`config.mk`:
```
export PLATFORM = sky130hd
export DESIGN_NAME = ttl_74597
export DESIGN_NICKNAME = d
export VERILOG_FILES = /design/src/rtl/ttl_74597_pkg.sv /design/src/rtl/ttl_74597_storage.sv /design/src/rtl/ttl_74597.sv
export SDC_FILE = /design/constraint.sdc
export NUM_CORES = 1
export LEC_CHECK = 0
export ABC_AREA = 1
export CAP_MARGIN = 20
export CORE_MARGIN = 2
export CORE_UTILIZATION = 47
export DETAILED_ROUTE_END_ITERATION = 6
export MAX_ROUTING_LAYER = met4
export PLACE_DENSITY = 0.75
export SYNTH_ARGS = -nofsm -noshare
export SYNTH_HDL_FRONTEND = slang
export SYNTH_SLANG_ARGS = --single-unit
```
`constraint.sdc`:
```
create_clock -name Clk -period 0.8 [get_ports Clk]
set_input_delay 0.16 -clock Clk [delete_from_list [all_inputs] [get_ports Clk]]
set_output_delay 0.16 -clock Clk [all_outputs]
set_load 0.02 [all_outputs]
```
`src/rtl/ttl_74597_pkg.sv`:
```
// Shared types for the 74597 PISO register: shift-register operation decode and default width.
package ttl_74597_pkg;

  localparam int TTL_74597_WIDTH = 8;

  typedef enum logic [1:0] {
    SR_HOLD  = 2'd0,
    SR_SHIFT = 2'd1,
    SR_LOAD  = 2'd2
  } sr_op_e;

  // Parallel load outranks shifting when both are requested on the same edge.
  function automatic sr_op_e sr_op(input logic load_bar, input logic shift_en);
    if (!load_bar) begin
      return SR_LOAD;
    end else if (shift_en) begin
      return SR_SHIFT;
    end
    return SR_HOLD;
  endfunction

endpackage

```
`src/rtl/ttl_74597_storage.sv`:
```
// Input storage register: WIDTH-bit enable register with synchronous clear.
// Latency: D visible on q one edge after en. Backpressure: none, en is a plain capture strobe.
module ttl_74597_storage
  import ttl_74597_pkg::*;
#(
  parameter int WIDTH = TTL_74597_WIDTH
) (
  input  logic             clk,
  input  logic             clear,
  input  logic             en,
  input  logic [WIDTH-1:0] d,
  output logic [WIDTH-1:0] q
);

  always_ff @(posedge clk) begin
    if (clear) begin
      q <= '0;
    end else if (en) begin
      q <= d;
    end
  end

endmodule

```
`src/rtl/ttl_74597.sv`:
```
// 74597 parallel-in serial-out shift register with input storage; MSB-first on Q_H, cascade via Serial_In.
// Latency: D to Q_H is 2 edges (store, load); one bit per Shift_En edge. Backpressure: none.
// Define TTL_74597_COMPLEMENT_OUT_EN to add the Q_H_bar output.
module ttl_74597
  import ttl_74597_pkg::*;
#(
  parameter int WIDTH      = TTL_74597_WIDTH,
  parameter int DELAY_RISE = 0,
  parameter int DELAY_FALL = 0
) (
  input  logic             Clk,
  input  logic             Clear,
  input  logic             Store_En,
  input  logic             Load_bar,
  input  logic             Shift_En,
  input  logic             Serial_In,
  input  logic [WIDTH-1:0] D,
  output logic             Q_H
`ifdef TTL_74597_COMPLEMENT_OUT_EN
  ,
  output logic             Q_H_bar
`endif
);

  logic [WIDTH-1:0] store_q;
  logic [WIDTH-1:0] shift_q;
  sr_op_e           op;

  ttl_74597_storage #(
    .WIDTH(WIDTH)
  ) u_storage (
    .clk  (Clk),
    .clear(Clear),
    .en   (Store_En),
    .d    (D),
    .q    (store_q)
  );

  always_comb begin
    op = sr_op(Load_bar, Shift_En);
  end

  // Load takes the storage value from before this edge, so a same-edge store is not seen.
  always_ff @(posedge Clk) begin
    if (Clear) begin
      shift_q <= '0;
    end else begin
      case (op)
        SR_LOAD:  shift_q <= store_q;
        SR_SHIFT: shift_q <= {shift_q[WIDTH-2:0], Serial_In};
        default:  shift_q <= shift_q;
      endcase
    end
  end

  wire q_h_out;
  wire q_h_bar_out;

  // Board-level timing only applies when a nonzero delay is requested.
  generate
    if (DELAY_RISE == 0 && DELAY_FALL == 0) begin : g_nodly
      assign q_h_out     = shift_q[WIDTH-1];
      assign q_h_bar_out = ~shift_q[WIDTH-1];
    end else begin : g_dly
      assign #(DELAY_RISE, DELAY_FALL) q_h_out     = shift_q[WIDTH-1];
      assign #(DELAY_RISE, DELAY_FALL) q_h_bar_out = ~shift_q[WIDTH-1];
    end
  endgenerate

  assign Q_H = q_h_out;

`ifdef TTL_74597_COMPLEMENT_OUT_EN
  assign Q_H_bar = q_h_bar_out;
`else
  logic unused_q_h_bar;
  assign unused_q_h_bar = q_h_bar_out;
`endif

endmodule

```
==> summary.md, run 1 <==
| Metric | Value |
|---|---|
| Reg2reg start | `shift_q[7]` |
| Synth Area in Compound Gates | `5.664%` |
| Mux cell area share after synthesis | `0%` |
| Placeable Area | `1350 um^2` |
| Async S/R FF share, synth | `0%` |
| Detailed Routing Iterations Pass 1 | `4` |
| CTS tree | `yes` |
| Count leader, synth | `nand3_1` |
| Largest family of logic cells by synthesized area | `simple AND/OR/NAND/NOR gates` |
| Synth Area in Simple Gates | `35.40%` |
| Post-Synthesis Cells | `96` |
| CP Data Arrival Time | `0.72 ns` |
| Share of cells above drive strength 1 | `16.52%` |
| Chip Height | `42.78 um` |
| Largest net degree at the start of global routing | `17` |
| Reg clk slew, reported paths | `0.08 ns` |
| Final worst path period need | `0.8850 ns` |
| Crit path from | `shift_q[7]` |
| Final period utilization | `110.6%` |
| HP Class | `in2reg` |
| EDFF count, synth | `0` |
| Ys Warns | `0` |
| Worst Setup End Kind | `output port` |
| Slowest CP cell | `dfxtp_2` |
| Max Freq | `1130 MHz` |
| Final ANT Viol Nets | `0` |
| Max-cap viol count | `0` |
| Max Root-Sink Buffers | `2` |
| Sequential fraction of the synthesis area | `45.31%` |
| Worst Path Buf+Inv | `1` |
| Hold Crit Start | `Load_bar` |
| Initial antenna violation count | `0` |
| Yosys reg bits | `16` |
| DRC | `0` |
| Final nets | `130` |
| Outcome | `complete, but fails checks` |
| CP Launch Type | `register` |
| Fin. max-slew vios | `0` |
| Routed wire length | `1206 um` |
| Gpl congestion | `0.7691` |
| Total Power | `1.603 mW` |
| Layout Area Growth over Synthesis | `27.08%` |
| Skew final | `0.003938 ns` |
| Max VDD drop | `0.001250 V` |
| # port buffers | `14` |
| Vias in the first global route | `501` |
| Multi-input combinational cell area | `296.5 um^2` |
| Crit path largest cell delay | `0.33 ns` |
| CTS Buf Count | `3` |
| Setup_tns | `-0.08498 ns` |
| RSZ-0062 raised after global routing | `yes` |
| Share of the synthesized area in the top cell type | `45.31%` |
| Place WS | `-0.4117 ns` |
| Post-CTS Hold Fix Bufs | `0` |
| Global-route congestion overflow total | `0` |
| Synth top area cells | `dfxtp_1, nand3_1, nand2_1, nor2_1, inv_1` |
| CP top delay family | `flip-flops` |
| Setup CP Type | `reg2out` |
| Final Hold Fails | `0` |
| Slack of the critical path | `-0.08498 ns` |
| Initial DRC Count | `12` |
| H-tree depth | `1` |
| Synth Area in XOR/XNOR | `0%` |
| # IOs | `15` |
| Row cnt | `13` |
| Global Route Usage Sum | `15.25%` |
| Slew @ Worst Pin | `0.1698 ns` |
| Crit path cell chain | `buf_6` |
| Yosys cell types | `13` |
| Detailed-route via count | `629` |
| CP Data Required Time | `0.64 ns` |
| Number of diodes | `0` |
| Reg area | `321.6 um^2` |
| Chip width | `42.78 um` |
| Failing checks | `setup timing` |
| Setup violation total in the final timing report | `1` |
| Global-route wire length before repair | `2097 um` |
| Static leakage | `0.4450 nW` |
| Post-DP HPWL | `862.2 um` |
| Avg Inst Size Synth | `7.364 um^2` |
| Main synth FF type | `dfxtp_1` |
| Adder-cell share of the synthesized area | `0%` |
| Worst rel slew slack | `88.68%` |
| Root Buffer | `clkbuf_4` |
| Worst Path Max Fanout | `2` |
| Initial Util | `52.36%` |
| Final Core Density | `66.54%` |
| Clk_lat worst skew | `0.28 ns` |
| Die area | `1830 um^2` |
| Cell accounting for the most synthesized area | `dfxtp_1` |
| Mapped Area | `706.9 um^2` |
| Vias/cell | `4.838` |
| PwrDens | `1784 nW/um^2` |
| Fillers | `127` |
| Post-synth net total | `110` |
| Drt wl/cell | `9.277 um` |
| CTS Sinks | `16` |
| Top cell types by occurrence after synthesis | `nand3_1, dfxtp_1, nand2_1, nor2_1, inv_1` |
==> sequential cells by signal, summed over array words and instances (netlist names) <==
register,flops
u_storage.q,8
shift_q,8
==> final timing paths <==
kind	endpoint	slack, ns	cells after the start
worst min register to register	u_storage.q[7]	0.50	2
worst max register to register	shift_q[7]	0.15	4
worst min-delay path	shift_q[4]	0.46	5
worst max-delay path	Q_H	-0.08	1
==> timing repair <==
action | in CTS | in global routing
gates resized for setup | 9 | 10
setup endpoints to repair | 9 | 7
buffers inserted | 0 | 0
==> cell families (layout without fill, tap and decap cells) <==
family / Yosys count / after routing
AO/OA/AOI/OAI: 8 / 8
buffers and inverters: 16 / 35
AND/OR/NAND/NOR: 56 / 56
flip-flops: 16 / 16
==> layout by cell type (no fill, tap or decap) <==
master            n
nor2_1           15
buf_4             5
o21ai_2           1
dfxtp_1          15
clkinv_2          1
clkdlybuf4s50_1  11
clkbuf_8          1
nand2_1          16
dfxtp_2           1
inv_1             8
buf_6             1
dlygate4sd2_1     2
o21ai_1           7
inv_4             1
clkbuf_4          3
inv_2             2
nand3_2           2
nand3_1          22
nor2_2            1
==> final cells by class <==
cell class              instances  area share [%]
flip-flops and latches         16           35.79
multi-input cells              64           33.01
repair buffers                 19           19.64
inverters                      12           5.432
clock buffers                   4           4.039
well taps                      15           2.089
==> per-stage QoR <==
| stage | cells | instance area, um^2 | hold slack [ns] |
|---|---|---|---|
| after floorplan | 96 | 706.9 | 0.2949 |
| final | 130 | 898.4 | 0.4567 |
| after CTS | 130 | 889.6 | 0.4440 |
| after global routing | 130 | 898.4 | 0.4569 |
| after detailed placement | 126 | 853.3 | 0.4768 |
| after global placement | 126 | 853.3 | 0.4745 |
==> where the power goes <==
part | internal [mW] | total [mW] | switching [mW]
clock network | 0.277 | 0.510 | 0.233
logic | 0.116 | 0.225 | 0.108
registers | 0.843 | 0.868 | 0.0251
==> per-layer routing <==
metal / track usage [%] / share of wire (%) / wire [um] / vias to the layer above
met5: - / 0 / 0 / -
met1: 22.19 / 49 / 596 / 269
met3: 2.553 / 4.7 / 57 / 2
met2: 20.00 / 45 / 538 / 14
met4: 7.500 / 1.2 / 14 / 0
li1: - / - / - / 344
No activity file was read; power rests on OpenSTA's default activity.
==> run 2, diff against run 1 <==
Settings changed: CELL_PAD_IN_SITES_DETAIL_PLACEMENT set to 0, CELL_PAD_IN_SITES_GLOBAL_PLACEMENT set to 1, CORE_ASPECT_RATIO set to 0.75, CORE_UTILIZATION 47 to 34, GPL_ROUTABILITY_DRIVEN set to 0.
==> summary.md, run 2 (same netlist as run 1, synthesis figures left out) <==
| Metric | Value |
|---|---|
| Routed wire length | `1394 um (+16%)` |
| Final worst path period need | `0.8946 ns (+0.009661 ns)` |
| Most frequent cells in the layout | `nand3_1, nand2_1, nor2_1, dfxtp_1, clkdlybuf4s50_1` |
| Largest net degree at the start of global routing | `17 (unchanged)` |
| Root Buffer | `clkbuf_4` |
| Initial Util | `35.71% (-17 points)` |
| GR Layer Usage met1 | `15.53% (-6.7 points)` |
| Max VDD drop | `0.0009778 V (-22%)` |
| Global Route Usage Sum | `12.20% (-3.0 points)` |
| Static leakage | `0.4558 nW (+2.4%)` |
| HP Class | `in2reg` |
| Detailed-route via count | `651 (+3.5%)` |
| Final ANT Viol Nets | `0 (unchanged)` |
| Worst Path Max Fanout | `2 (unchanged)` |
| Finished Cell Area | `933.4 um^2 (+3.9%)` |
| Initial DRC Count | `12 (unchanged)` |
| Most common cell after layout, fill and taps aside | `nand3_1` |
| Skew final | `0.0009139 ns (-0.003024 ns)` |
| Setup_tns | `-0.09464 ns (-0.009661 ns)` |
| Final Hold Fails | `0 (unchanged)` |
| DRC | `0 (unchanged)` |
| Top Registers | `shift_q x8, u_storage.q x8` |
| # port buffers | `14 (unchanged)` |
| Detailed Routing Iterations Pass 1 | `4 (unchanged)` |
| Number of diodes | `0 (unchanged)` |
| Met2 usage | `16.98% (-3.0 points)` |
| Post-DP HPWL | `999.5 um (+16%)` |
| CTS Buf Count | `3 (unchanged)` |
| Placed inst area | `877.1 um^2 (+2.8%)` |
| Max Root-Sink Buffers | `2 (unchanged)` |
| CTS Sinks | `16 (unchanged)` |
| PwrDens | `1750 nW/um^2 (-1.9%)` |
| Crit path largest cell delay | `0.33 ns (about the same)` |
| CTS tree | `yes` |
| Chip Height | `43.49 um (+1.7%)` |
| Outcome | `complete, but fails checks` |
| Worst Path Buf+Inv | `1 (unchanged)` |
| # IOs | `15 (unchanged)` |
| Share of cells above drive strength 1 | `16.38% (-0.14 points)` |
| CP Launch Type | `register` |
| Layout Area Growth over Synthesis | `32.04%` |
| Vias in the first global route | `530 (+5.8%)` |
| Final period utilization | `111.8% (+1.2 points)` |
| CP Data Arrival Time | `0.73 ns (about the same)` |
| Met3 Usage GRT | `5.373% (+2.8 points)` |
| Reg clk slew, reported paths | `0.09 ns (about the same)` |
| Vias/cell | `4.650 (-3.9%)` |
| Setup violation total in the final timing report | `1 (unchanged)` |
| CP top delay family | `flip-flops` |
| Initial antenna violation count | `0 (unchanged)` |
| Slack of the critical path | `-0.09464 ns (-0.009661 ns)` |
| H-tree depth | `1 (unchanged)` |
| Global-route congestion overflow total | `0 (unchanged)` |
| Clk_lat worst skew | `0.28 ns (about the same)` |
| Placeable Area | `1979 um^2 (+47%)` |
| Worst Setup End Kind | `output port` |
| CP Data Required Time | `0.64 ns (about the same)` |
| Max Freq | `1118 MHz (-1.1%)` |
| Most crowded layer after global routing | `met2` |
| Failing checks | `setup timing` |
| Max-cap viol count | `0 (unchanged)` |
| Die area | `2464 um^2 (+35%)` |
| Global-route wire length before repair | `2228 um (+6.2%)` |
| Fin. max-slew vios | `0 (unchanged)` |
| Slew @ Worst Pin | `0.1406 ns (-0.02920 ns)` |
| Row cnt | `14 (+1)` |
| Final nets | `131 (+0.77%)` |
| Slowest CP cell | `dfxtp_2` |
| Setup CP Type | `reg2out` |
| Drt wl/cell | `9.957 um (+7.3%)` |
| Worst rel slew slack | `90.53% (+1.8 points)` |
| Crit path cell chain | `buf_6` |
| RSZ-0062 raised after global routing | `yes` |
| Chip width | `56.65 um (+32%)` |
==> run 2: cell count changes in the layout (fill, tap and decap cells not counted), moves of 2 or more <==
cell / delta
o21ai_0: +4
buf_4: -3
o21ai_1: -3
buf_6: +2
==> run 2: what timing repair did <==
action                     in CTS  in global routing
setup buffers                   0                  0
setup endpoints to repair       9                  6
hold endpoints to repair        0                  0
hold buffers                    0                  0
gates cloned                    1                  0
pin swaps                       0                  0
gates resized for setup        11                  5
==> run 2: area by class of cell <==
type / count / area [um^2]
Timing Repair Buffer: 20 / 201.4
Clock buffer: 4 / 36.28
Multi-Input combinational cell: 64 / 295.3
Tap cell: 24 / 30.03
Fill cell: 220 / 1046
Sequential cell: 16 / 321.6
Inverter: 12 / 48.80
==> run 2: final timing paths <==
kind	startpoint	endpoint	slack (ns)	depth (start not counted)
max	shift_q[7]	Q_H	-0.09	1
max reg2reg	shift_q[7]	shift_q[7]	0.05	5
min	D[4]	u_storage.q[4]	0.45	3
min reg2reg	u_storage.q[5]	u_storage.q[5]	0.50	2
==> run 2: layer usage <==
layer | up-vias | share of wire [%]
met2 | 18 | 40
met3 | 2 | 7.2
met5 | - | 0
met4 | 0 | 0.93
met1 | 285 | 52
li1 | 346 | -
==> run 2: stage by stage <==
stage / hold WS, ns / std cells / total power, mW / setup WS, ns / utilization (%)
after floorplan: 0.2949 / 96 / 1.012 / 0.08632 / -
after global routing: 0.4477 / 140 / 1.721 / -0.1229 / 47.16
final: 0.4485 / 140 / 1.634 / -0.09464 / 47.16
after detailed placement: 0.4831 / 135 / 1.115 / -0.4313 / 44.31
after CTS: 0.4423 / 140 / 1.647 / -0.1054 / 46.78
after global placement: 0.4788 / 135 / 1.112 / -0.4292 / 44.31
==> run 2: power by group <==
group	internal (mW)	switching, mW
combinational	0.125	0.111
clock	0.277	0.252
sequential	0.843	0.0254
total	1.24	0.389
==> run 2: worst min-delay path: cells and delay by family <==
kind	cells	cell delay, ns
buf+inv	1	0.39
simple gates	2	0.15
==> run 3, diff against run 2 <==
Settings changed: ABC_CLOCK_PERIOD_IN_PS set to 800.
==> results of run 3 <==
Same layout as run 2: the final DEF is identical, and so are final timing and power.
